<file path="src/rtl/gpio_cmd_sequencer_pkg.sv">
// Shared definitions for the 3-bit-opcode GPIO command protocol:
// opcodes, sequencer state encoding, field widths and the command payload.
package gpio_cmd_sequencer_pkg;

  localparam int unsigned CTRL_W = 3;
  localparam int unsigned DIN_W  = 24;
  localparam int unsigned DOUT_W = 32;

  localparam logic [CTRL_W-1:0] CMD_KERNEL  = 3'd0;
  localparam logic [CTRL_W-1:0] CMD_IMGSIZE = 3'd1;
  localparam logic [CTRL_W-1:0] CMD_IMG     = 3'd2;
  localparam logic [CTRL_W-1:0] CMD_REQ     = 3'd3;
  localparam logic [CTRL_W-1:0] CMD_RUN     = 3'd4;

  typedef enum logic [2:0] {
    ST_IDLE   = 3'd0,
    ST_SETUP  = 3'd1,
    ST_HOLD   = 3'd2,
    ST_RDWAIT = 3'd3,
    ST_GAP    = 3'd4
  } seq_state_t;

  typedef struct packed {
    logic [CTRL_W-1:0] code;
    logic [DIN_W-1:0]  data;
  } gpio_cmd_t;

  // A data request is only meaningful once the control block reports end-of-process.
  function automatic logic cmd_legal(input logic [CTRL_W-1:0] code, input logic eop);
    return (code <= CMD_RUN) && !((code == CMD_REQ) && !eop);
  endfunction

endpackage

</file>
<file path="src/rtl/gpio_strobe_timer.sv">
// Loadable down-counter that parks at zero; zero_c flags the terminal count.
module gpio_strobe_timer #(
  parameter int unsigned CNT_W = 4
) (
  input  logic             clk,
  input  logic             rst,
  input  logic             load,
  input  logic [CNT_W-1:0] load_val,
  output logic             zero_c
);

  logic [CNT_W-1:0] cnt;

  always_ff @(posedge clk) begin
    if (rst) begin
      cnt <= '0;
    end else if (load) begin
      cnt <= load_val;
    end else if (cnt != '0) begin
      cnt <= cnt - CNT_W'(1);
    end
  end

  assign zero_c = (cnt == '0);

endmodule

</file>
<file path="src/rtl/gpio_cmd_sequencer.sv">
// GPIO command initiator: sequences setup/strobe/gap timing toward the
// convolution control block and captures readback words for data requests.
module gpio_cmd_sequencer
  import gpio_cmd_sequencer_pkg::*;
#(
  parameter int unsigned SETUP_CYC = 1,
  parameter int unsigned HOLD_CYC  = 2,
  parameter int unsigned GAP_CYC   = 1,
  parameter int unsigned READ_LAT  = 3,
  parameter int unsigned CNT_W     = 4
) (
  input  logic              i_CLK,
  input  logic              i_rst,
  input  logic              i_cmd_valid,
  output logic              o_cmd_ready,
  input  logic [CTRL_W-1:0] i_cmd_code,
  input  logic [DIN_W-1:0]  i_cmd_data,
  output logic [CTRL_W-1:0] o_GPIOctrl,
  output logic [DIN_W-1:0]  o_GPIOdata,
  output logic              o_GPIOvalid,
  input  logic [DOUT_W-1:0] i_GPIOdata,
  input  logic              i_EOP,
  output logic              o_rsp_valid,
  output logic [DOUT_W-1:0] o_rsp_data,
  output logic              o_busy,
  output logic              o_err
);

  localparam logic [CNT_W-1:0] SETUP_LD = CNT_W'(SETUP_CYC - 1);
  localparam logic [CNT_W-1:0] HOLD_LD  = CNT_W'(HOLD_CYC - 1);
  localparam logic [CNT_W-1:0] GAP_LD   = CNT_W'(GAP_CYC - 1);
  localparam logic [CNT_W-1:0] READ_LD  = CNT_W'(READ_LAT - 1);

  if (SETUP_CYC < 1 || HOLD_CYC < 1 || GAP_CYC < 1) begin : g_bad_timing
    $error("SETUP_CYC, HOLD_CYC and GAP_CYC must each be at least 1");
  end
  if (READ_LAT < 2) begin : g_bad_read_lat
    $error("READ_LAT must be at least 2");
  end
  if ((64'(1) << CNT_W) <= 64'(SETUP_CYC) || (64'(1) << CNT_W) <= 64'(HOLD_CYC) ||
      (64'(1) << CNT_W) <= 64'(GAP_CYC)   || (64'(1) << CNT_W) <= 64'(READ_LAT)) begin : g_bad_cnt_w
    $error("CNT_W too narrow for the configured cycle counts");
  end

  seq_state_t       state, state_d;
  gpio_cmd_t        gpio_q, gpio_d;
  logic             accept_c, legal_c, is_req_c;
  logic             st_load, st_zero, rd_load, rd_zero, rd_active, capture_c;
  logic [CNT_W-1:0] st_val;
  logic             valid_d, rsp_valid_d, err_d, busy_d, ready_d;
  logic [DOUT_W-1:0] rsp_data_d;

  assign accept_c  = i_cmd_valid && o_cmd_ready;
  assign legal_c   = cmd_legal(i_cmd_code, i_EOP);
  assign is_req_c  = (gpio_q.code == CMD_REQ);
  assign capture_c = rd_active && rd_zero;

  gpio_strobe_timer #(.CNT_W(CNT_W)) u_state_timer (
    .clk(i_CLK), .rst(i_rst), .load(st_load), .load_val(st_val), .zero_c(st_zero)
  );

  // Counts from the valid rising edge independently of state so a short
  // READ_LAT can land inside HOLD.
  gpio_strobe_timer #(.CNT_W(CNT_W)) u_read_timer (
    .clk(i_CLK), .rst(i_rst), .load(rd_load), .load_val(READ_LD), .zero_c(rd_zero)
  );

  always_ff @(posedge i_CLK) begin
    if (i_rst) begin
      state <= ST_IDLE;
    end else begin
      state <= state_d;
    end
  end

  always_comb begin
    state_d = state;
    st_load = 1'b0;
    st_val  = '0;
    rd_load = 1'b0;
    case (state)
      ST_IDLE: begin
        if (accept_c && legal_c) begin
          state_d = ST_SETUP;
          st_load = 1'b1;
          st_val  = SETUP_LD;
        end
      end
      ST_SETUP: begin
        if (st_zero) begin
          state_d = ST_HOLD;
          st_load = 1'b1;
          st_val  = HOLD_LD;
          rd_load = is_req_c;
        end
      end
      ST_HOLD: begin
        if (st_zero) begin
          if (is_req_c && rd_active && !capture_c) begin
            state_d = ST_RDWAIT;
          end else begin
            state_d = ST_GAP;
            st_load = 1'b1;
            st_val  = GAP_LD;
          end
        end
      end
      ST_RDWAIT: begin
        if (capture_c) begin
          state_d = ST_GAP;
          st_load = 1'b1;
          st_val  = GAP_LD;
        end
      end
      ST_GAP: begin
        if (st_zero) begin
          state_d = ST_IDLE;
        end
      end
      default: state_d = ST_IDLE;
    endcase
  end

  always_comb begin
    gpio_d      = gpio_q;
    valid_d     = (state_d == ST_HOLD);
    rsp_valid_d = 1'b0;
    rsp_data_d  = o_rsp_data;
    err_d       = 1'b0;
    busy_d      = (state_d != ST_IDLE);
    ready_d     = (state_d == ST_IDLE);
    if (state == ST_IDLE && accept_c) begin
      if (legal_c) begin
        gpio_d = '{code: i_cmd_code, data: i_cmd_data};
      end else begin
        err_d = 1'b1;
      end
    end
    if (capture_c) begin
      rsp_valid_d = 1'b1;
      rsp_data_d  = i_GPIOdata;
    end
  end

  always_ff @(posedge i_CLK) begin
    if (i_rst) begin
      gpio_q      <= '0;
      o_GPIOvalid <= 1'b0;
      o_rsp_valid <= 1'b0;
      o_rsp_data  <= '0;
      o_err       <= 1'b0;
      o_busy      <= 1'b0;
      o_cmd_ready <= 1'b1;
      rd_active   <= 1'b0;
    end else begin
      gpio_q      <= gpio_d;
      o_GPIOvalid <= valid_d;
      o_rsp_valid <= rsp_valid_d;
      o_rsp_data  <= rsp_data_d;
      o_err       <= err_d;
      o_busy      <= busy_d;
      o_cmd_ready <= ready_d;
      if (rd_load) begin
        rd_active <= 1'b1;
      end else if (capture_c) begin
        rd_active <= 1'b0;
      end
    end
  end

  assign o_GPIOctrl = gpio_q.code;
  assign o_GPIOdata = gpio_q.data;

endmodule

</file>
<file path="config.mk">
export PLATFORM = sky130hd
export DESIGN_NAME = gpio_cmd_sequencer
export DESIGN_NICKNAME = d
export VERILOG_FILES = /design/src/rtl/gpio_cmd_sequencer_pkg.sv /design/src/rtl/gpio_strobe_timer.sv /design/src/rtl/gpio_cmd_sequencer.sv
export SDC_FILE = /design/constraint.sdc
export NUM_CORES = 1
export LEC_CHECK = 0
export CORE_ASPECT_RATIO = 0.9
export CORE_MARGIN = 5
export CORE_UTILIZATION = 46
export CTS_BUF_LIST = sky130_fd_sc_hd__clkbuf_8
export CTS_CLUSTER_SIZE = 40
export DETAILED_ROUTE_END_ITERATION = 10
export GPL_TIMING_DRIVEN = 0
export PLACE_DENSITY = 0.83
export SLEW_MARGIN = 20
export SYNTH_ARGS = -nofsm -noshare
export SYNTH_HDL_FRONTEND = slang
export SYNTH_SLANG_ARGS = --single-unit
</file>
<file path="constraint.sdc">
create_clock -name i_CLK -period 4.9 [get_ports i_CLK]
set_clock_uncertainty 0.2 [all_clocks]
set_input_delay 1.47 -clock i_CLK [delete_from_list [all_inputs] [get_ports i_CLK]]
set_output_delay 1.47 -clock i_CLK [all_outputs]
set_load 0.01 [all_outputs]
</file>
# Word level (Yosys, flattened, before mapping)
# Index checks and enable logic that the tools add are counted.
# totals
register_bits	76
out_inout_bits	64
input_bits	63
# op_classes
n_eq_ne	7
order_cmp	1
n_bitwise	1
add_sub_neg	2
muxes	24
reduce_logical	24
# ops
operator	n
two-way mux 3 bit	6
equality test 3 x 2 -> 1 bit, second input constant	5
case mux 3 bit (5 select lines)	1
two-way mux 1 bit	12
logical AND 1 bit	8
logical NOT 4 bit	2
two-way mux 4 bit	2
nonzero test 4 bit	2
subtractor 4 x 1 -> 4 bit, second input constant	2
logical NOT 3 bit	2
nonzero test 2 bit	3
two-way mux 2 bit	2
case mux 1 bit (4 select lines)	1
OR reduction 2 bit	2
equality test 3 x 1 -> 1 bit, second input constant	1
equality test 3 bit, second input constant	1
<= comparator 3 bit, second input constant	1
logical NOT 1 bit	3
nonzero test 3 bit	1
AND reduction 2 bit	1
inverter 1 bit	1

# Logic depth before layout (Yosys ltp)
# logic_depth
ltp_word	8
depth_mapped	7
ltp_nobuf	7

# Hierarchy
# From an unflattened synthesis, not the netlist that was laid out.
# hier_totals
hier_cells	364
hier_area_um2	3034.2
# modules_own_cells
mod	instances	area_each_um2	cells_per_inst	seq_area_each_um2
gpio_cmd_sequencer	1	2576.2	316	1361.3
gpio_strobe_timer	2	229.0	24	80.1

# Least setup slack after synthesis
# OpenSTA, ideal clock, no wires.
# synth_timing
path_type	input-to-reg
from	input i_cmd_code[0]
to	register gpio_q, in the netlist o_GPIOdata[7]
path_stages	7
path_buffers	2
slack_ps	2093
arrival_ps	2475
path_cell_list	o21ai_0 > o21ai_0 > or2_2 > buf_2 > clkbuf_1 > nand2_1 > a21oi_1
# synth_via
elab_chain_len	5
elab_cells_between_ends	6
# synth_lines
item	line	source
start, declared	gpio_cmd_sequencer.sv:16	input logic [CTRL_W-1:0] i_cmd_code,
parallel branches: the longest is 3 deep, another holds <= comparator 3 bit	--	
logical AND 1 bit (*)	gpio_cmd_sequencer_pkg.sv:30	return (code <= CMD_RUN) && !((code == CMD_REQ) && !eop);
AND reduction 2 bit (no line) (*)	--	
end signal, assigned	gpio_cmd_sequencer.sv:156	gpio_q <= gpio_d;
end, declared	gpio_cmd_sequencer.sv:46	gpio_cmd_t gpio_q, gpio_d;
# Every way passes the cells marked *.
# A chain may end at the register's enable or synchronous reset.

# Final worst setup path
# layout_timing
from	input i_cmd_code[1]
to	register gpio_q, in the netlist o_GPIOdata[8]
# The elaborated chain is that of the path after synthesis.

==> out/results.ini <==
[power_and_ir_drop]
switching_share = 0.2894
p_leak_nw = 1.538
combPwrFrac = 0.254
seq_power_share = 0.453
p_int_mw = 1.118
p_sw_mw = 0.4554
vdd_drop_max_uv = 254.7
clkPwrFrac = 0.292
power_density_mw_per_mm2 = 361.5

[cells_and_area]
drive_gt1_frac = 0.05979
fillCellCount = 481
num_antenna_cells = 0
fin_nets = 544
area_delta_synth_final_pct = 54.42

[synthesis]
syn_nets = 408
ys_ff_latch = 76
yosys_warnings = 0
synth_simple_gate_area_frac = 0.2583
syn-instance-count = 344
synth-edff-count = 0
synth_top_area_frac = 0.5397
ys.flop_type = dfxtp_1
yosysSeqAreaShare = 0.5397
synth_area_per_cell_sq_um = 8.195
synthAdderAreaFrac = 0.004439
synth_area_leaders = dfxtp_1, nand2_1, a21oi_1
synth_area_sq_mm = 0.002819
synth_top_family_by_area = simple AND/OR/NAND/NOR gates
synth.largest_area_cell = dfxtp_1
synthMuxAreaShare = 0
ys_types = 36
async_reset_ff_frac = 0
synth_compound_area_frac = 0.1540
yosysMostFrequentCell = nand2_1
synth_xor_area_frac = 0.009321
netlist_top_cells_count = nand2_1, dfxtp_1, a21oi_1

[worst_setup_path]
crit_family = buffers and inverters
max_stage_delay_ns = 0.49
path_cells = clkdlybuf4s50_1, nand2_1, o21ai_0, or2_2, buf_2, clkbuf_1, nand2_1, a21oi_1
path_buf_inv = 3
critical_path_required_ns = 4.97
cp.arrival_ns = 3.31
cp-start-kind = input pin
r2r_slack_ns = 2.79
worstSetupPathType = input pin to flip-flop
cpMostUsedCell = nand2_1
end_kind = flip-flop
cp_slowest_cell = clkdlybuf4s50_1
critPathMaxFanout = 10

[route]
vias = 2785
ant_nets = 0
drc = 0
routed_wl_um = 7750
initialDrtViolationCount = 94
post_drt_wl_per_cell_um = 13.91
avgViaCountPerCell = 5.000
first_pass_iters = 4

[timing]
relSlewSlack = 0.6727
finalHoldViolCount = 0
period_share = 0.6612
tns_ns = 0
rsz0062_at_grt = no
finalCriticalPeriod_ns = 3.240
tightest_slew_ns = 0.4909
finalSetupViolCount = 0
slew_violations = 0
whs_ns = 0.2550
max_freq_mhz = 308.6

[place]
io_buffer_count = 125
place_congestion = 0.7884
dp.final_hpwl_um = 5904

[floorplan]
fp.dieW_um = 92.52
die-area_sq_mm = 0.007796
fp.dieH_um = 84.27
start_util = 0.4662
rows = 27
io_pins = 127
core_area_sq_mm = 0.006047

[clock_network]
cts_resized = 0
cts_tree = done
clk_pin_slew_ns = 0.07
numCtsBuffers = 9
hold_buffers = 0
h-tree-depth = 3
cts.sink_count = 76
clk_latency_ns = 0.35
clockRootBuffer = clkbuf_8
clock_path_buffers = 2
post-cts-setup-buffers = 0

[global_route]
grt_pass1_wl_um = 12570
antenna_found_initial = 0
grt_overflow_total = 0
grt_start_max_net_pins = 14
grt_pass1_vias = 2745
grt_use_total = 0.2021

[flow_run]
maxCapViolCount = 0

[min_path]
hold_path_class = flip-flop to flip-flop

[run_status]
status = complete, no violations

-- cells by family (layout without fill, tap and decap cells) --
group / Yosys count / in the layout
XOR/XNOR: 3 / 3
AND/OR/NAND/NOR: 162 / 162
flip-flops: 76 / 76
buffers and inverters: 23 / 164
adder cells (fa/ha/maj): 1 / 1
AO/OA/AOI/OAI: 79 / 79
-- tightest hold or removal path: cells and delay by family (launching register included) --
family | cells | cell delay, ns
AOI/OAI and AO/OA | 1 | 0.05
and+or+nand+nor | 1 | 0.05
DFF | 1 | 0.31
-- power groups by stage --
| stage | registers [mW] | clock network (mW) | logic, mW |
|---|---|---|---|
| 2_1_floorplan | 0.740 | 0 | 0.208 |
| 3_3_place_gp | 0.724 | 0 | 0.390 |
| 3_5_place_dp | 0.727 | 0 | 0.399 |
| 4_1_cts | 0.714 | 0.473 | 0.403 |
| 5_1_grt | 0.720 | 0.500 | 0.442 |
| 6_report | 0.713 | 0.460 | 0.400 |
-- sequential cells by signal, indices dropped and copies added (netlist names) --
register and flops:
state 3, o_rsp_valid 1, o_busy 1, u_read_timer.cnt 4, rd_active 1, o_rsp_data 32
o_err 1, u_state_timer.cnt 4, o_cmd_ready 1, o_GPIOvalid 1, o_GPIOctrl 3, o_GPIOdata 24
-- cells in the final DEF, fill, tap and decap left out, types with 2 or more instances in the layout --
cell type	n
clkbuf_1	13
and2_1	4
inv_1	4
nand3b_1	2
or3_1	3
nor2b_1	2
clkinvlp_4	3
nand2_1	126
and3_1	2
o31ai_1	2
a21oi_1	63
dfxtp_1	76
xor2_1	2
buf_2	8
clkdlybuf4s50_1	125
o22ai_1	2
nor3b_1	2
o21ai_0	6
nor2_1	5
nor3_1	6
clkbuf_8	9
-- stage by stage --
stage          cells  worst slack [ns]  utilization  total power [mW]  instance area, sq um
6_report         557             1.660       0.7198             1.574                  4353
3_5_place_dp     541             1.307       0.6880             1.126                  4160
4_1_cts          557             1.691       0.7198             1.590                  4353
5_1_grt          557             1.389       0.7198             1.662                  4353
2_1_floorplan    344             2.093            -            0.9487                  2819
3_3_place_gp     541             1.381       0.6880             1.114                  4160
-- final cells by class --
cell class | instances | area (sq um) | share of cell area
flip-flops and latches | 76 | 1521 | 0.3495
well taps | 72 | 90.09 | 0.02070
clock buffers | 9 | 123.9 | 0.02846
repair buffers | 125 | 1251 | 0.2874
multi-input cells | 245 | 1201 | 0.2759
plain buffers | 21 | 88.84 | 0.02041
inverters | 2 | 7.507 | 0.001725
clock inverters | 7 | 68.82 | 0.01581
-- metal layers --
metal  up-vias  global-route usage  wire length [um]
li1       1410                   -                 -
met1      1270              0.2213              3175
met2        92              0.3458              3721
met3        13             0.09498               721
met4         0             0.06478               132
met5         -                   0                 0
-- worst paths after layout --
kind | cells after the start | to | from
setup / recovery | 8 | o_GPIOdata[8]$_SDFFE_PP0P_ | i_cmd_code[1]
hold / removal | 2 | o_rsp_data[0]$_SDFFE_PP0P_ | o_rsp_data[0]$_SDFFE_PP0P_
setup reg to reg | 7 | o_GPIOvalid$_SDFF_PP0_ | u_state_timer.cnt[0]$_SDFFE_PP0P_
hold reg to reg | 2 | o_rsp_data[0]$_SDFFE_PP0P_ | o_rsp_data[0]$_SDFFE_PP0P_
Power figures use the tool's default switching activity.
